===== config.mk =====
export PLATFORM = sky130hd
export DESIGN_NAME = mem_access
export DESIGN_NICKNAME = d
export VERILOG_FILES = /design/src/rtl/mem_access_pkg.sv /design/src/rtl/mem_access_lsu_align.sv /design/src/rtl/mem_access.sv
export SDC_FILE = /design/constraint.sdc
export NUM_CORES = 1
export LEC_CHECK = 0
export CAP_MARGIN = 20
export CORE_MARGIN = 4
export CORE_UTILIZATION = 42
export DETAILED_ROUTE_END_ITERATION = 8
export PLACE_DENSITY_LB_ADDON = 0.25
export SYNTH_ARGS = -nofsm -noshare
export SYNTH_HDL_FRONTEND = slang
export SYNTH_SLANG_ARGS = --single-unit

===== constraint.sdc =====
create_clock -name clk -period 3.7 [get_ports clk]
set_input_delay 1.11 -clock clk [delete_from_list [all_inputs] [get_ports clk]]
set_output_delay 1.11 -clock clk [all_outputs]
set_load 0.01 [all_outputs]

===== src/rtl/mem_access_pkg.sv =====
// Shared types for the MEM stage: memory op/size encodings, trap causes,
// FSM state encoding and small alignment helpers.
package mem_access_pkg;

    typedef enum logic [1:0] {
        MEM_NONE  = 2'd0,
        MEM_LOAD  = 2'd1,
        MEM_STORE = 2'd2
    } mem_op_t;

    typedef enum logic [1:0] {
        SIZE_BYTE = 2'd0,
        SIZE_HALF = 2'd1,
        SIZE_WORD = 2'd2
    } mem_size_t;

    localparam logic [3:0] CAUSE_LOAD_MISALIGNED  = 4'd4;
    localparam logic [3:0] CAUSE_LOAD_FAULT       = 4'd5;
    localparam logic [3:0] CAUSE_STORE_MISALIGNED = 4'd6;
    localparam logic [3:0] CAUSE_STORE_FAULT      = 4'd7;

    typedef enum logic [2:0] {
        ST_IDLE,
        ST_REQ,
        ST_RSP,
        ST_HOLD,
        ST_DRAIN
    } state_t;

    function automatic logic is_misaligned(input logic [1:0] size, input logic [1:0] offset);
        case (size)
            SIZE_HALF: return offset[0];
            SIZE_WORD: return offset != 2'b00;
            default:   return 1'b0;
        endcase
    endfunction

    function automatic logic [31:0] swap32(input logic [31:0] d);
        return {d[7:0], d[15:8], d[23:16], d[31:24]};
    endfunction

endpackage


===== src/rtl/mem_access_lsu_align.sv =====
// Combinational lane steering: store data/byte-enable placement and load
// extraction with sign/zero extension, both honouring per-access endianness.
module lsu_align
    import mem_access_pkg::*;
(
    input  logic [1:0]  size,
    input  logic        big_endian,
    input  logic [1:0]  offset,
    input  logic        is_unsigned,
    input  logic [31:0] store_data,
    input  logic [31:0] rdata,
    output logic [31:0] wdata,
    output logic [3:0]  be,
    output logic [31:0] load_data
);

    logic [4:0]  shamt;
    logic [31:0] st_val;
    logic [31:0] ld_lanes;
    logic [15:0] ld_half;

    assign shamt = {offset, 3'b000};

    // NOTE: every signal written here gets a default first, so no path can infer a latch.
    always_comb begin
        st_val    = store_data;
        be        = 4'hF;
        ld_lanes  = rdata >> shamt;
        ld_half   = big_endian ? {ld_lanes[7:0], ld_lanes[15:8]} : ld_lanes[15:0];
        load_data = big_endian ? swap32(ld_lanes) : ld_lanes;

        case (size)
            SIZE_BYTE: begin
                st_val    = {24'b0, store_data[7:0]};
                be        = 4'b0001 << offset;
                load_data = {{24{~is_unsigned & ld_lanes[7]}}, ld_lanes[7:0]};
            end
            SIZE_HALF: begin
                st_val    = {16'b0, big_endian ? {store_data[7:0], store_data[15:8]}
                                               : store_data[15:0]};
                be        = 4'b0011 << offset;
                load_data = {{16{~is_unsigned & ld_half[15]}}, ld_half};
            end
            default: begin
                st_val = big_endian ? swap32(store_data) : store_data;
            end
        endcase

        wdata = st_val << shamt;
    end

endmodule


===== src/rtl/mem_access.sv =====
// MEM pipeline stage: issues loads/stores over the request/grant/response data
// bus, formats data, raises alignment/access traps and stalls while outstanding.
module mem_access
    import mem_access_pkg::*;
#(
    parameter int XLEN = 32
) (
    input  logic            clk,
    input  logic            rst_n,
    input  logic            stall_i,
    input  logic            squash_i,
    input  logic            bubble_i,
    input  logic [XLEN-1:0] pc_i,
    input  logic [1:0]      priv_i,
    input  logic [1:0]      mem_priv_i,
    input  logic            endianness_i,
    input  logic [1:0]      mem_op_i,
    input  logic [1:0]      mem_size_i,
    input  logic            mem_unsigned_i,
    input  logic [XLEN-1:0] alu_result_i,
    input  logic [XLEN-1:0] store_data_i,
    input  logic [4:0]      dest_i,
    output logic            bubble_o,
    output logic [XLEN-1:0] pc_o,
    output logic [1:0]      priv_o,
    output logic [1:0]      mem_priv_o,
    output logic            endianness_o,
    output logic [4:0]      dest_o,
    output logic [XLEN-1:0] dest_data_o,
    output logic            stall_o,
    output logic            trap_o,
    output logic [3:0]      trap_cause_o,
    output logic [XLEN-1:0] trap_val_o,
    output logic            dbus_req_o,
    output logic            dbus_we_o,
    output logic [XLEN-1:0] dbus_addr_o,
    output logic [3:0]      dbus_be_o,
    output logic [XLEN-1:0] dbus_wdata_o,
    output logic [1:0]      dbus_priv_o,
    input  logic            dbus_gnt_i,
    input  logic            dbus_rvalid_i,
    input  logic [XLEN-1:0] dbus_rdata_i,
    input  logic            dbus_err_i
);

    state_t          state, state_next;
    logic            op_valid, is_store, misaligned, issue, completing;
    logic [XLEN-1:0] fmt_wdata, fmt_load, rsp_data;
    logic [3:0]      fmt_be, fault_cause;
    logic [XLEN-1:0] hold_data, hold_val;
    logic            hold_trap;
    logic [3:0]      hold_cause;

    lsu_align u_align (
        .size        (mem_size_i),
        .big_endian  (endianness_i),
        .offset      (alu_result_i[1:0]),
        .is_unsigned (mem_unsigned_i),
        .store_data  (store_data_i),
        .rdata       (dbus_rdata_i),
        .wdata       (fmt_wdata),
        .be          (fmt_be),
        .load_data   (fmt_load)
    );

    assign op_valid    = !bubble_i && !squash_i && (mem_op_i != MEM_NONE);
    assign is_store    = mem_op_i == MEM_STORE;
    assign misaligned  = is_misaligned(mem_size_i, alu_result_i[1:0]);
    assign issue       = (state == ST_IDLE) && op_valid && !misaligned;
    // A grant and response in the same REQ cycle completes immediately.
    assign completing  = !squash_i && dbus_rvalid_i &&
                         ((state == ST_RSP) || (state == ST_REQ && dbus_gnt_i));
    assign rsp_data    = dbus_we_o ? alu_result_i : fmt_load;
    assign fault_cause = dbus_we_o ? CAUSE_STORE_FAULT : CAUSE_LOAD_FAULT;

    // NOTE: sequential state uses non-blocking assignments so every flop samples pre-edge values.
    always_ff @(posedge clk or negedge rst_n) begin
        if (!rst_n) state <= ST_IDLE;
        else        state <= state_next;
    end

    always_comb begin
        state_next = state;
        case (state)
            ST_IDLE:  if (issue) state_next = ST_REQ;
            ST_REQ: begin
                if (squash_i)        state_next = ST_IDLE;
                else if (dbus_gnt_i) state_next = !dbus_rvalid_i ? ST_RSP
                                                : (stall_i ? ST_HOLD : ST_IDLE);
            end
            ST_RSP: begin
                if (squash_i)           state_next = dbus_rvalid_i ? ST_IDLE : ST_DRAIN;
                else if (dbus_rvalid_i) state_next = stall_i ? ST_HOLD : ST_IDLE;
            end
            ST_HOLD:  if (!stall_i || squash_i) state_next = ST_IDLE;
            ST_DRAIN: if (dbus_rvalid_i) state_next = ST_IDLE;
            default:  state_next = ST_IDLE;
        endcase
    end

    // Request fields are captured once at issue and stay stable until the next issue.
    always_ff @(posedge clk or negedge rst_n) begin
        if (!rst_n) begin
            dbus_we_o    <= 1'b0;
            dbus_addr_o  <= '0;
            dbus_be_o    <= 4'h0;
            dbus_wdata_o <= '0;
            dbus_priv_o  <= 2'b00;
        end else if (issue) begin
            dbus_we_o    <= is_store;
            dbus_addr_o  <= {alu_result_i[XLEN-1:2], 2'b00};
            dbus_be_o    <= fmt_be;
            dbus_wdata_o <= fmt_wdata;
            dbus_priv_o  <= mem_priv_i;
        end
    end

    // NOTE: the hold register is reset so HOLD can never expose an undefined result or trap.
    always_ff @(posedge clk or negedge rst_n) begin
        if (!rst_n) begin
            hold_data  <= '0;
            hold_val   <= '0;
            hold_trap  <= 1'b0;
            hold_cause <= 4'h0;
        end else if (completing) begin
            hold_data  <= rsp_data;
            hold_val   <= alu_result_i;
            hold_trap  <= dbus_err_i;
            hold_cause <= fault_cause;
        end
    end

    assign dbus_req_o = (state == ST_REQ) && !squash_i;

    always_comb begin
        stall_o      = 1'b0;
        trap_o       = 1'b0;
        trap_cause_o = 4'h0;
        trap_val_o   = '0;
        dest_data_o  = alu_result_i;
        case (state)
            ST_IDLE: begin
                if (op_valid && misaligned) begin
                    trap_o       = 1'b1;
                    trap_cause_o = is_store ? CAUSE_STORE_MISALIGNED : CAUSE_LOAD_MISALIGNED;
                    trap_val_o   = alu_result_i;
                end else if (op_valid) begin
                    stall_o = 1'b1;
                end
            end
            ST_REQ, ST_RSP: begin
                if (completing) begin
                    dest_data_o  = rsp_data;
                    trap_o       = dbus_err_i;
                    trap_cause_o = dbus_err_i ? fault_cause : 4'h0;
                    trap_val_o   = dbus_err_i ? alu_result_i : '0;
                end else if (!squash_i) begin
                    stall_o = 1'b1;
                end
            end
            ST_HOLD: begin
                dest_data_o = hold_data;
                if (!squash_i && hold_trap) begin
                    trap_o       = 1'b1;
                    trap_cause_o = hold_cause;
                    trap_val_o   = hold_val;
                end
            end
            // The instruction now in this stage waits until the stale response is gone.
            ST_DRAIN: stall_o = 1'b1;
            default:  stall_o = 1'b0;
        endcase
    end

    assign bubble_o     = bubble_i | squash_i | stall_o | trap_o;
    assign pc_o         = pc_i;
    assign priv_o       = priv_i;
    assign mem_priv_o   = mem_priv_i;
    assign endianness_o = endianness_i;
    assign dest_o       = dest_i;

endmodule


* Yosys cells after proc, flatten, opt, wreduce, memory -nomap -nowiden *
Cells that the tools add are included.

storage, ports and cells
  bits in registers = 141
  word-level logic and storage cells = 97

operators by class
  reductions and logical operators = 22
  shift operators = 4
  bitwise logic cells = 6
  mux-type cells = 43
  equality and inequality tests = 12

operators with widths
  operator                                                               number
  32-bit 2-to-1 mux                                                      8
  32-bit case mux with 2 select lines                                    3
  32-bit case mux with 3 select lines                                    1
  3-bit 2-to-1 mux                                                       12
  16-bit 2-to-1 mux                                                      2
  32-bit by 5-bit << shifter with 32-bit output                          1
  32-bit by 5-bit right shift with 32-bit output                         1
  3-bit case mux with 5 select lines                                     1
  4-bit case mux with 3 select lines                                     1
  1-bit logical AND                                                      10
  4-bit case mux with 2 select lines                                     1
  1-bit 2-to-1 mux                                                       7
  3-bit by 2-bit equality test with 1-bit output, second input constant  2
  2-bit 2-to-1 mux                                                       3
  2-bit inequality test, second input constant                           3
  3-bit inequality test, second input constant                           2
  1-bit case mux with 3 select lines                                     2
  5-bit AND reduction                                                    1
  2-bit equality test, second input constant                             2
  1-bit zero test                                                        4
  4-bit 2-to-1 mux                                                       1
  2-bit nonzero test                                                     2
  1-bit by 2-bit << shifter with 4-bit output, first input constant      1
  2-bit by 2-bit << shifter with 4-bit output, first input constant      1
  11 further kinds                                                       15

* Depth between registers and ports, before layout *
  depth in word-level cells = 8
  gate-level depth with buffers = 10
  mapped depth without buffers = 7

* Hierarchy *
From an unflattened synthesis, not the netlist that was laid out.

unflattened totals
  cell total of the unflattened synthesis = 1081
  area, all modules = 9793.1 um2

by module, submodules not included
  module      area each (um2)  times used  seq. area each (um2)  cells an instance
  mem_access  6941.7           1           3478.3                652
  lsu_align   2851.5           1           0.0                   429

* Worst setup path after synthesis *
Ideal clock, no wire load.

  path kind = input-to-output
  start = input port mem_size_i[0]
  end = output port dest_data_o[6]
  data arrival time = 2.793 ns
  path slack = -0.203 ns
  data required time = 2.590 ns
  stages on the path = 10
  cells stage by stage = inv_1 > ha_1 > clkbuf_1 > nor2_1 > buf_4 > clkbuf_1 > nand3_1 > o211ai_1 > a21boi_0 > o21ai_0

on the way
  word-level cells in the longest chain between the ends = 5
  elaborated cells between the ends (all ways) = 6
  those cells by class = eq/ne (1); mux (4); reduce/logical (1)

ends and longest elaborated chain
  item                                                                               RTL line                    text
  from (decl)                                                                        mem_access.sv:18            input logic [1:0] mem_size_i,
  2-bit by 1-bit equality test with 1-bit output or 2-bit zero test (tied branches)  mem_access_lsu_align.sv:32  case (size)
  32-bit case mux with 2 select lines (*)                                            mem_access_lsu_align.sv:32
  32-bit 2-to-1 mux (*)                                                              mem_access.sv:73            assign rsp_data = dbus_we_o ? alu_result_i : fmt_load;
  32-bit 2-to-1 mux (*)                                                              mem_access.sv:152           if (completing) begin
  32-bit case mux with 2 select lines (*)                                            mem_access.sv:141           case (state)
  to (decl)                                                                          mem_access.sv:29            output logic [XLEN-1:0] dest_data_o,

Every way passes the cells marked *; elsewhere a longest branch is shown, timed or not.

* Worst setup path after layout *
  start = input port mem_size_i[1]
  end = output port dest_data_o[17]

The elaborated chain is that of the path after synthesis.

==> results.toml <==
[status]
status = "finished with violations"
violations = "setup timing"

[place]
dp.cells = 1678
io_buffers = 254
dp_hpwl_mm = 27.18
dpl_cell_area_mm2 = 0.01308
place_ws_ns = -1.158
globalplace.congestion = 1.024

[synthesis]
netlist_instances = 1124
ys_ff_latch = 139
synth_flop_cell = "dfrtp_1"
avgSynthCellArea_um2 = 8.492
ys_seq_area_share_pct = 36.44
syn-cell-area_mm2 = 0.009545
synthTopCellsByArea = "dfrtp_1, nand2_1, a22o_1, buf_4, o21ai_0"
yosysWarnings = 0
async_flop_share_pct = 100.0
yosys.area.top_type = "dfrtp_1"
synth_most_common_cell = "nand2_1"
synth_edf_count = 0
synthTopCellsByCount = "nand2_1, dfrtp_1, o21ai_0"
synth.top_cell.area_share_pct = 36.44
ys_types = 74

[clock_network]
cts_root_buf = "clkbuf_16"
htreeDepth = 4
cts_tree = "done"
cts_buffer_depth = 2
cts.sink_count = 139
cts_made_buffers = 17
clk_pin_slew_worst_paths_ns = 0.06
insertion_delay_ns = 0.44
cts-hold-fix-buffers = 0

[routing]
postRouteAntennaNets = 0
drt-vias-per-instance = 5.979
dr.pass1.iters = 6
drc = 0
routed_wl_mm = 40.86
wl_per_cell_um = 22.74
drt_iter0_drc = 1103
dr_total_vias = 10750

[final_layout]
design_area_mm2 = 0.01520
stdcell_count = 1797
area_growth_pct = 59.22
final_nets = 1656
final_util_pct = 68.79
drive_gt1_share_pct = 32.54

[setup_path]
ff2ff_setup_slack_ns = 1.24
rr_worst_depth = 8
required_ns = 2.59
cpPeakStageDelay_ns = 0.35
crit_path_cell_trace = "buf_12 > inv_12 > ha_4 > buf_6 > and3b_2 > a32oi_2 > o211a_4 > buf_16 > o21ai_2 > a221o_1 > buf_2"
critical_path.top_delay_family = "compound AO/OA/AOI/OAI gates"
crit_path_max_fanout = 8
worstPathArrival_ns = 2.97
cp-end-kind = "primary output"
cp-start-kind = "input port"
r2r_end = "dbus_wdata_o[23]"
cp_slowest_cell = "a221o_1"
reg2reg_from = "state[2]"
critPathKind = "input port to primary output"
crit_buf_inv = 5

[flow_run]
maxCapViolCount = 0

[power]
pwr-share-clk_pct = 27.9
internal-power_mw = 4.165
pwr-share-comb_pct = 36.3
power_density_mw_per_mm2 = 422.1
p_sw_share_pct = 35.07
power_mw = 6.415
p_leak_nw = 7.080
vdd_drop_max_mv = 0.2811
p_sw_mw = 2.250
p_seq_share_pct = 35.8

[floorplanning]
die_x_um = 158.8
die-area_mm2 = 0.02520
coreArea_mm2 = 0.02209
rows = 54
io-pin-count = 336
die_h_um = 158.8
floorplan.initialDensity_pct = 43.20

[global_routing]
grt_start_max_net_pins = 94
grt_pass1_wl_mm = 63.09
grt_use_total_pct = 31.10
grt_pass1_vias = 10570
gr-total-overflow = 0
grt_antenna_before_repair = 3

[timing]
tightest_slew_ns = 0.9905
finClkSkew_ns = 0.009046
final-max-slew-violation-count = 0
hold_viol = 0
rsz0062_at_grt = "true"
fmax_mhz = 244.9
setup_viol = 54
setup_slack_ns = -0.3834
relSlewSlack_pct = 33.97
finalCriticalPeriod_ns = 4.083
fin_crit_sh_pct = 110.4

[worst_hold_path]
worstHoldStart = "hold_data[6]"
whs_path_depth = 2
hold_class = "flop to flop"
hold-path-endpoint = "hold_data[6]"
==> state kept, by name (all words and copies together) (netlist names) <==
register and cells:
state 3, dbus_priv_o 2, dbus_be_o 4, hold_cause 2
dbus_wdata_o 32, hold_val 32, hold_data 32, hold_trap 1
dbus_addr_o 30, dbus_we_o 1
==> tightest hold or removal path, cell delays in order, from the launching register on <==
cell,delay [ns]
dfrtp_1,0.34
nand2_1,0.05
nand2_1,0.05
==> layout make-up <==
type                       instances  area (um2)
clock buffer                      17       425.4
timing repair buffer             502        4702
fill                            1763        6895
clock inverter                    15       171.4
antenna                            2       5.005
inverter                           6       37.54
multi-input combinational        836        6028
sequential                       139        3478
tap                              280       350.3
==> stage by stage <==
stage / hold WS (ns) / setup TNS (ns)
floorplan: 0.4346 / -0.1563
global placement: 0.4496 / -71.28
detailed placement: 0.4574 / -70.82
CTS: 0.4725 / -21.75
global route: 0.4878 / -15.24
finish: 0.4695 / -12.73
==> per-layer routing <==
layer | up-vias | track usage, % | share of wire (%)
li1 | 4847 | - | -
met1 | 5227 | 42.62 | 42
met2 | 577 | 47.87 | 45
met3 | 92 | 9.072 | 9.4
met4 | 2 | 9.586 | 3.2
met5 | - | 0 | 0.027
==> logic make-up after synthesis <==
| group | share of synthesized area, % |
|---|---|
| AO/OA/AOI/OAI | 27.26 |
| XOR/XNOR | 0.3540 |
| adder cells (fa/ha/maj) | 0.3933 |
| buffers and inverters | 8.900 |
| flip-flops | 36.44 |
| multiplexers | 4.876 |
| other | 0.03929 |
| AND/OR/NAND/NOR | 21.73 |
==> power by group through the flow <==
| stage | Sequential, mW | Combinational, mW | Clock, mW |
|---|---|---|---|
| floorplan | 2.34 | 0.945 | 0 |
| global placement | 2.28 | 2.03 | 0 |
| detailed placement | 2.31 | 2.07 | 0 |
| CTS | 2.29 | 2.21 | 1.80 |
| global route | 2.36 | 2.51 | 1.86 |
| finish | 2.30 | 2.33 | 1.79 |
==> layout by cell type (no fill, tap or decap), types with 17 or more instances in the layout <==
| master | synthesis | layout |
|---|---|---|
| buf_2 | 36 | 53 |
| nand2_1 | 269 | 266 |
| o22ai_1 | 26 | 19 |
| dfrtp_1 | 139 | 139 |
| clkbuf_16 | 0 | 17 |
| clkdlybuf4s50_1 | 0 | 153 |
| a221o_1 | 31 | 31 |
| a22o_1 | 50 | 49 |
| mux2i_1 | 33 | 28 |
| buf_12 | 0 | 19 |
| buf_6 | 6 | 66 |
| a31oi_1 | 19 | 18 |
| buf_4 | 51 | 177 |
| nor2_1 | 23 | 19 |
| o21ai_0 | 73 | 48 |
| or3_1 | 17 | 17 |
==> how the worst max path moves through the flow <==
stage          depth (start not counted)  slack (ns)         endpoint          start
3_3_place_gp                          12       -1.12  dest_data_o[31]  mem_size_i[1]
4_1_cts                               12       -0.56  dest_data_o[27]  mem_size_i[1]
2_1_floorplan                          8       -0.02  dest_data_o[30]  mem_size_i[1]
5_1_grt                               11       -0.42  dest_data_o[17]  mem_size_i[1]
6_report                              11       -0.38  dest_data_o[17]  mem_size_i[1]
3_5_place_dp                          10       -1.16  dest_data_o[29]  mem_size_i[0]
==> what timing repair did <==
| item | 4_1_cts | 5_1_grt |
|---|---|---|
| gates resized for setup | 449 | 142 |
| endpoints found under the hold margin | 0 | 0 |
| cloned | 8 | 2 |
| buffers inserted | 62 | 36 |
| endpoints found under the setup margin | 70 | 70 |
| pin swaps | 44 | 77 |
No activity file was read; power rests on OpenSTA's default activity.
